<file path="src/rtl/control_unit.sv">
// ============================================================================
// control_unit : multi-cycle fetch/decode/execute(/mem) sequencer for data_path
// Revision     : 1.0
// ============================================================================
`default_nettype none

module control_unit #(
   parameter int MEM_LAT = 1
) (
   input  logic        clk,
   input  logic        reset,
   input  logic        run,
   input  logic [31:0] ir,
   input  logic        alu_c,
   input  logic        alu_z,
   output logic        clr_A,
   output logic        clr_B,
   output logic        clr_C,
   output logic        clr_Z,
   output logic        clr_PC,
   output logic        clr_IR,
   output logic        ld_A,
   output logic        ld_B,
   output logic        ld_C,
   output logic        ld_Z,
   output logic        ld_PC,
   output logic        ld_IR,
   output logic        inc_PC,
   output logic [1:0]  data_mux,
   output logic [1:0]  im_mux2,
   output logic        im_mux1,
   output logic        a_mux,
   output logic        b_mux,
   output logic        reg_mux,
   output logic [2:0]  alu_op,
   output logic        wen,
   output logic        en,
   output logic        flag_c,
   output logic        flag_z,
   output logic        halted
);

   localparam logic [2:0] S_RESET  = 3'd0;
   localparam logic [2:0] S_FETCH  = 3'd1;
   localparam logic [2:0] S_DECODE = 3'd2;
   localparam logic [2:0] S_EXEC   = 3'd3;
   localparam logic [2:0] S_MEM    = 3'd4;
   localparam logic [2:0] S_HALT   = 3'd5;

   localparam logic [2:0] MEM_LAST = 3'(MEM_LAT - 1);

   logic [2:0] state_q, state_d;
   logic [2:0] mem_cnt_q, mem_cnt_d;
   logic       flag_c_q, flag_c_d;
   logic       flag_z_q, flag_z_d;

   logic [3:0] w_opcode;
   logic       w_is_alu;
   logic       w_mem_last;
   logic       w_unused;

   assign w_opcode   = ir[31:28];
   assign w_is_alu   = (w_opcode >= 4'h6) && (w_opcode <= 4'hA);
   assign w_mem_last = (mem_cnt_q == MEM_LAST);
   // Operand fields are consumed by the datapath, not here.
   assign w_unused   = ^ir[27:0];

   always_ff @(posedge clk) begin
      if (reset) begin
         state_q   <= S_RESET;
         mem_cnt_q <= 3'd0;
         flag_c_q  <= 1'b0;
         flag_z_q  <= 1'b0;
      end else begin
         state_q   <= state_d;
         mem_cnt_q <= mem_cnt_d;
         flag_c_q  <= flag_c_d;
         flag_z_q  <= flag_z_d;
      end
   end

   always_comb begin
      state_d   = state_q;
      mem_cnt_d = mem_cnt_q;
      flag_c_d  = flag_c_q;
      flag_z_d  = flag_z_q;
      case (state_q)
         S_RESET:  state_d = S_FETCH;
         S_FETCH:  if (run) state_d = S_DECODE;
         S_DECODE: state_d = (w_opcode == 4'hF) ? S_HALT : S_EXEC;
         S_EXEC: begin
            state_d = ((w_opcode == 4'h2) || (w_opcode == 4'h3)) ? S_MEM : S_FETCH;
            if (w_is_alu) begin
               flag_c_d = alu_c;
               flag_z_d = alu_z;
            end
         end
         S_MEM: begin
            if (w_mem_last) begin
               state_d   = S_FETCH;
               mem_cnt_d = 3'd0;
            end else begin
               mem_cnt_d = mem_cnt_q + 3'd1;
            end
         end
         S_HALT:   state_d = S_HALT;
         default:  state_d = S_RESET;
      endcase
   end

   always_comb begin
      clr_A    = 1'b0;
      clr_B    = 1'b0;
      clr_C    = 1'b0;
      clr_Z    = 1'b0;
      clr_PC   = 1'b0;
      clr_IR   = 1'b0;
      ld_A     = 1'b0;
      ld_B     = 1'b0;
      ld_C     = 1'b0;
      ld_Z     = 1'b0;
      ld_PC    = 1'b0;
      ld_IR    = 1'b0;
      inc_PC   = 1'b0;
      data_mux = 2'b00;
      im_mux2  = 2'b00;
      im_mux1  = 1'b0;
      a_mux    = 1'b0;
      b_mux    = 1'b0;
      reg_mux  = 1'b0;
      alu_op   = 3'b000;
      wen      = 1'b0;
      en       = 1'b0;
      halted   = 1'b0;
      case (state_q)
         S_RESET: begin
            clr_A  = 1'b1;
            clr_B  = 1'b1;
            clr_C  = 1'b1;
            clr_Z  = 1'b1;
            clr_PC = 1'b1;
            clr_IR = 1'b1;
         end
         S_FETCH:  ld_IR  = run;
         // HALT skips the increment so PC keeps pointing at the halt word.
         S_DECODE: inc_PC = (w_opcode != 4'hF);
         S_EXEC: begin
            case (w_opcode)
               4'h0: begin a_mux = 1'b1; ld_A = 1'b1; end
               4'h1: begin b_mux = 1'b1; ld_B = 1'b1; end
               4'h2, 4'h3: en = 1'b1;
               4'h4: begin en = 1'b1; wen = 1'b1; end
               4'h5: begin en = 1'b1; wen = 1'b1; reg_mux = 1'b1; end
               4'h6: alu_op = 3'b010;
               4'h7: alu_op = 3'b110;
               4'h8: alu_op = 3'b000;
               4'h9: alu_op = 3'b001;
               4'hA: begin alu_op = 3'b010; im_mux2 = 2'b01; end
               4'hB: ld_PC = 1'b1;
               4'hC: ld_PC = flag_z_q;
               4'hD: ld_PC = flag_c_q;
               default: ;
            endcase
            if (w_is_alu) begin
               data_mux = 2'b10;
               ld_A     = 1'b1;
               ld_C     = 1'b1;
               ld_Z     = 1'b1;
            end
         end
         S_MEM: begin
            en = 1'b1;
            if (w_mem_last) begin
               data_mux = 2'b01;
               ld_A     = (w_opcode == 4'h2);
               ld_B     = (w_opcode == 4'h3);
            end
         end
         S_HALT:  halted = 1'b1;
         default: ;
      endcase
   end

   assign flag_c = flag_c_q;
   assign flag_z = flag_z_q;

endmodule

`default_nettype wire

</file>
<file path="config.mk">
export PLATFORM = sky130hd
export DESIGN_NAME = control_unit
export DESIGN_NICKNAME = d
export VERILOG_FILES = /design/src/rtl/control_unit.sv
export SDC_FILE = /design/constraint.sdc
export NUM_CORES = 1
export LEC_CHECK = 0
export ABC_CLOCK_PERIOD_IN_PS = 3500
export BUFFER_PORTS_ARGS = -buffer_cell sky130_fd_sc_hd__buf_2
export CORE_MARGIN = 2
export CORE_UTILIZATION = 40
export CTS_CLUSTER_SIZE = 16
export DETAILED_ROUTE_END_ITERATION = 7
export PLACE_DENSITY_LB_ADDON = 0.05
export SYNTH_ARGS = -nofsm -noshare
export SYNTH_HDL_FRONTEND = slang
export SYNTH_SLANG_ARGS = --single-unit
</file>
<file path="constraint.sdc">
create_clock -name clk -period 3.5 [get_ports clk]
set_input_delay 0.35 -clock clk [delete_from_list [all_inputs] [get_ports clk]]
set_output_delay 0.35 -clock clk [all_outputs]
set_load 0.005 [all_outputs]
</file>
Word-level counts from Yosys, hierarchy flattened

Cells that the tools add are included.

$lt $le $gt $ge: 2
$add $sub $neg: 1
$mul: 0
Reductions and logical operators: 10
Muxes and demuxes: 36
Shift-type cells: 0
Bitwise gates (word level): 0
Div/mod/pow operators: 0
Equal/unequal tests: 21

Operator list:

| kind                  | number |
|---|---|
| $eq A4 B4 Y1 const B  | 6 |
| $mux W1               | 22 |
| $mux W3               | 6 |
| $pmux W3 S6           | 1 |
| $eq A4 B3 Y1 const B  | 4 |
| $pmux W3 S3           | 1 |
| $eq A4 B2 Y1 const B  | 2 |
| $eq A3 B2 Y1 const B  | 2 |
| $eq A3 B3 Y1 const B  | 2 |
| $logic_not A3 Y1      | 2 |
| $pmux W1 S2           | 3 |
| $eq A4 B1 Y1 const B  | 1 |
| $ge A4 B3 Y1 const B  | 1 |
| $le A4 B4 Y1 const B  | 1 |
| $logic_not A4 Y1      | 1 |
| $ne A2 B2 Y1 const B  | 2 |
| $ne A4 B4 Y1 const B  | 1 |
| $pmux W2 S2           | 1 |
| $reduce_and A2 Y1     | 2 |
| $reduce_or A2 Y1      | 2 |
| $reduce_or A4 Y1      | 1 |
| $add A3 B1 Y3 const B | 1 |
| $eq A3 B1 Y1 const B  | 1 |
| $pmux W1 S3           | 1 |
| 3 further kinds       | 3 |

Bits in registers: 8
RAM bits: 0
Logic and storage cells: 74
Output and inout port bits: 29
Bits in read-only memories: 0
Memories: 0
Bits in latches: 0

Longest topological paths before layout

Depth in word-level cells: 4
Gate-level depth with buffers: 6
Mapped depth without buffers: 6

Worst setup path before layout

No wires, ideal clock.

Path type: input to output
From: input port ir[28]
To: output port ld_A
Path buffers: 1
Setup slack: 1933 ps
Arrival time: 1217 ps
Data required time: 3150 ps
Stages: 4
Cells stage by stage: clkbuf_1 > maj3_2 > or3_1 > o21ai_1

Longest elaborated chain between the ends: 4

RTL lines:

| what                                           | RTL line | RTL |
|---|---|---|
| start, declared                                | 13       | `input logic [31:0] ir,` |
| $ge A4 B3 Y1, or another cell as far along     | 63       | `assign w_is_alu = (w_opcode >= 4'h6) && (w_opcode <= 4'hA);` |
| $logic_and A1 B1 Y1 or $mux W1 (tied branches) | 63, 148  |  |
| $mux W1                                        | 164      | `if (w_is_alu) begin` |
| $pmux W1 S2 (*)                                | 135      | `case (state_q)` |
| end, declared                                  | 22       | `output logic ld_A,` |

Every way passes the cells marked *; elsewhere a longest branch is shown, timed or not.

Worst setup path in the final report

From: register state_q[1]
To: output port ld_A

Longest elaborated chain between the ends: 2

RTL lines:

| what                                         | RTL line | RTL |
|---|---|---|
| start, declared                              | 52       | `logic [2:0] state_q, state_d;` |
| start signal, assigned                       | 75       | `state_q <= state_d;` |
| $eq A3 B3 Y1 or $eq A3 B2 Y1 (tied branches) | 135      |  |
| $pmux W1 S2 (*)                              | 135      |  |

Marks and branches as above.

==> out/metrics.yaml <==
diodes: 0
postSynthCellCount: 108
holdWs_ns: 0.3683
rows: 15
grtUsageTotal: 0.1554
skew_ns: 0.007566
die-area_um2: 2311
hold_buffers: 0
total_leakage_power_nw: 0.4136
min_to: "flag_c"
top_level_ports: 66
max_cap_violations: 0
synth_enable_flop_cells: 0
cp_max_fo: 12
post-route-period-util: 0.5775
cts_setup_buffers: 0
final_cells: 157
crit_required_ns: 3.15
wl_per_cell_um: 10.55
die_y_um: 48.08
end_kind: "output pin"
synth_ff_type: "dfxtp_1"
synth_warnings: 0
dr.pass1.iters: 4
worstSetupPathType: "register to output pin"
grt_max_degree: 14
clk_pin_slew_ns: 0.05
synth_cell_types: 40
grt_setup_unrepaired: "false"
cts_resized: 0
numCtsBuffers: 3
hp-start: "alu_c"
status: "finished, final reports clean"
syn_avg_cell_area_um2: 7.194
hold_violations: 0
drcViolationCount: 0
clock-sinks: 8
antenna_found_initial: 0
drive_gt1_frac: 0.3485
syn-cell-area_um2: 777.0
nFillCells: 206
crit_path_top_delay_cell: "dfxtp_1"
p_per_area_nw_per_um2: 243.7
synth_area_leaders: "dfxtp_1 (21%), buf_4 (7.7%), a21oi_1 (6.4%)"
area_growth_pct: 15.94
grt_overflow_total: 0
place_inst: 154
ys_seq_area_frac: 0.2061
cpPeakStageDelay_ns: 0.55
gp_congestion: 0.7119
grt_pass1_vias: 597
ant_nets: 0
wl_mm: 1.657
clockRootBuffer: "clkbuf_4"
r2r_cells: 3
setup_ws_ns: 1.479
insertion_delay_ns: 0.25
cp_top_family: "simple AND/OR/NAND/NOR gates"
synth-seq-cells: 8
tns_ns: 0
core-area_um2: 1783
first_iter_violations: 3
path_cells: "nand3b_2, or3_1, o21ai_1, buf_2"
via_count: 803
setup_violations: 0
regToRegEndpoint: "flag_c"
synth-async-reset-ratio: 0
pre_cts_slack_ns: 1.742
crit_buf_inv: 1
nets: 173
rr_startpoint: "state_q[1]"
startpoint: "state_q[1]"
max_freq_mhz: 494.8
htree_levels: 1
synth_top_area_cell: "dfxtp_1"
clockBufferDepth: 2
synth_common_cells: "nand2_1 (12), a21oi_1 (10), nor2_1 (10)"
max-vdd-ir-drop_mv: 0.2082
dp_hpwl_mm: 1.305
hp-class: "primary input to register"
synth_top_area_frac: 0.2061
tritoncts: "yes"
start_util: 0.4358
period_needed_ns: 2.021
cp-start-kind: "register"
r2r_slack_ns: 2.09
die_x_um: 48.08
synth.most_common_cell: "nand2_1"
crit_arrival_ns: 1.67
via_per_inst: 5.115
drv_slew: 0
grt_pass1_wl_mm: 2.497
hold_depth: 3
port-buffer-count: 35
## registers in the layout, summed over array words and instances (netlist names)
register	cells
flag_c	1
mem_cnt_q	3
flag_z	1
state_q	3
## worst max path at each step
stage | end | slack, ns | cells after the start
global placement | ld_A | 1.76 | 5
detailed placement | ld_PC | 1.74 | 5
global route | ld_A | 1.38 | 4
finish | ld_A | 1.48 | 4
CTS | ld_A | 1.46 | 4
floorplan | ld_A | 1.93 | 4
## worst register-to-register path, delay by kind of cell (launching register included)
family	cells	cell delay [ns]
compound gates	1	0.30
mux	1	0.21
flops	1	0.55
simple gates	1	0.28
## cell type report
cell class / instances / area [um^2] / share of cell area
flip-flops and latches: 8 / 160.2 / 0.1778
inverters: 4 / 15.01 / 0.01667
multi-input cells: 82 / 496.7 / 0.5514
repair buffers: 35 / 175.2 / 0.1944
clock buffers: 3 / 22.52 / 0.02500
well taps: 25 / 31.28 / 0.03472
## metrics by stage
stage / instance area (um^2) / power, mW / util
after global placement: 878.3 / 0.1531 / 0.4926
after floorplan: 780.7 / 0.1472 / -
after CTS: 900.9 / 0.2256 / 0.5053
final: 900.9 / 0.2195 / 0.5053
after global routing: 900.9 / 0.2380 / 0.5053
after detailed placement: 878.3 / 0.1539 / 0.4926
## where the power goes
group	total, mW	internal [mW]	switching [mW]
Combinational	0.0514	0.0233	0.0282
Clock	0.0680	0.0391	0.0289
Sequential	0.100	0.0936	0.00659
## cells by family after synthesis
logic type,share of synthesized area
xor+xnor,0.01127
compound gates,0.1562
fa+ha+maj,0.04669
buf+inv,0.1594
mux,0.02577
simple gates,0.3897
flops,0.2061
other cells,0.004826
## metal layers
layer	part of all wire	vias to the layer above	GRT usage	wire length, um
met5	0	-	0	0
met4	0.0066	0	0.09730	11
met3	0.063	2	0.01132	105
met2	0.45	26	0.2453	741
met1	0.48	363	0.2031	798
li1	-	412	-	-
## cell usage in the layout, fill, tap and decap left out, types with 2 or more instances in the layout
| cell | count |
|---|---|
| or3_1 | 2 |
| nor3_1 | 7 |
| nor2_1 | 10 |
| inv_1 | 3 |
| conb_1 | 2 |
| nand2b_1 | 7 |
| o21ai_0 | 2 |
| nand3b_1 | 2 |
| clkbuf_4 | 3 |
| o21a_1 | 2 |
| ha_1 | 2 |
| a21oi_1 | 10 |
| and3_1 | 2 |
| buf_2 | 35 |
| nand2_1 | 12 |
| mux2i_1 | 2 |
| dfxtp_1 | 8 |
| and2b_1 | 2 |
(Power assumes the default switching activity.)
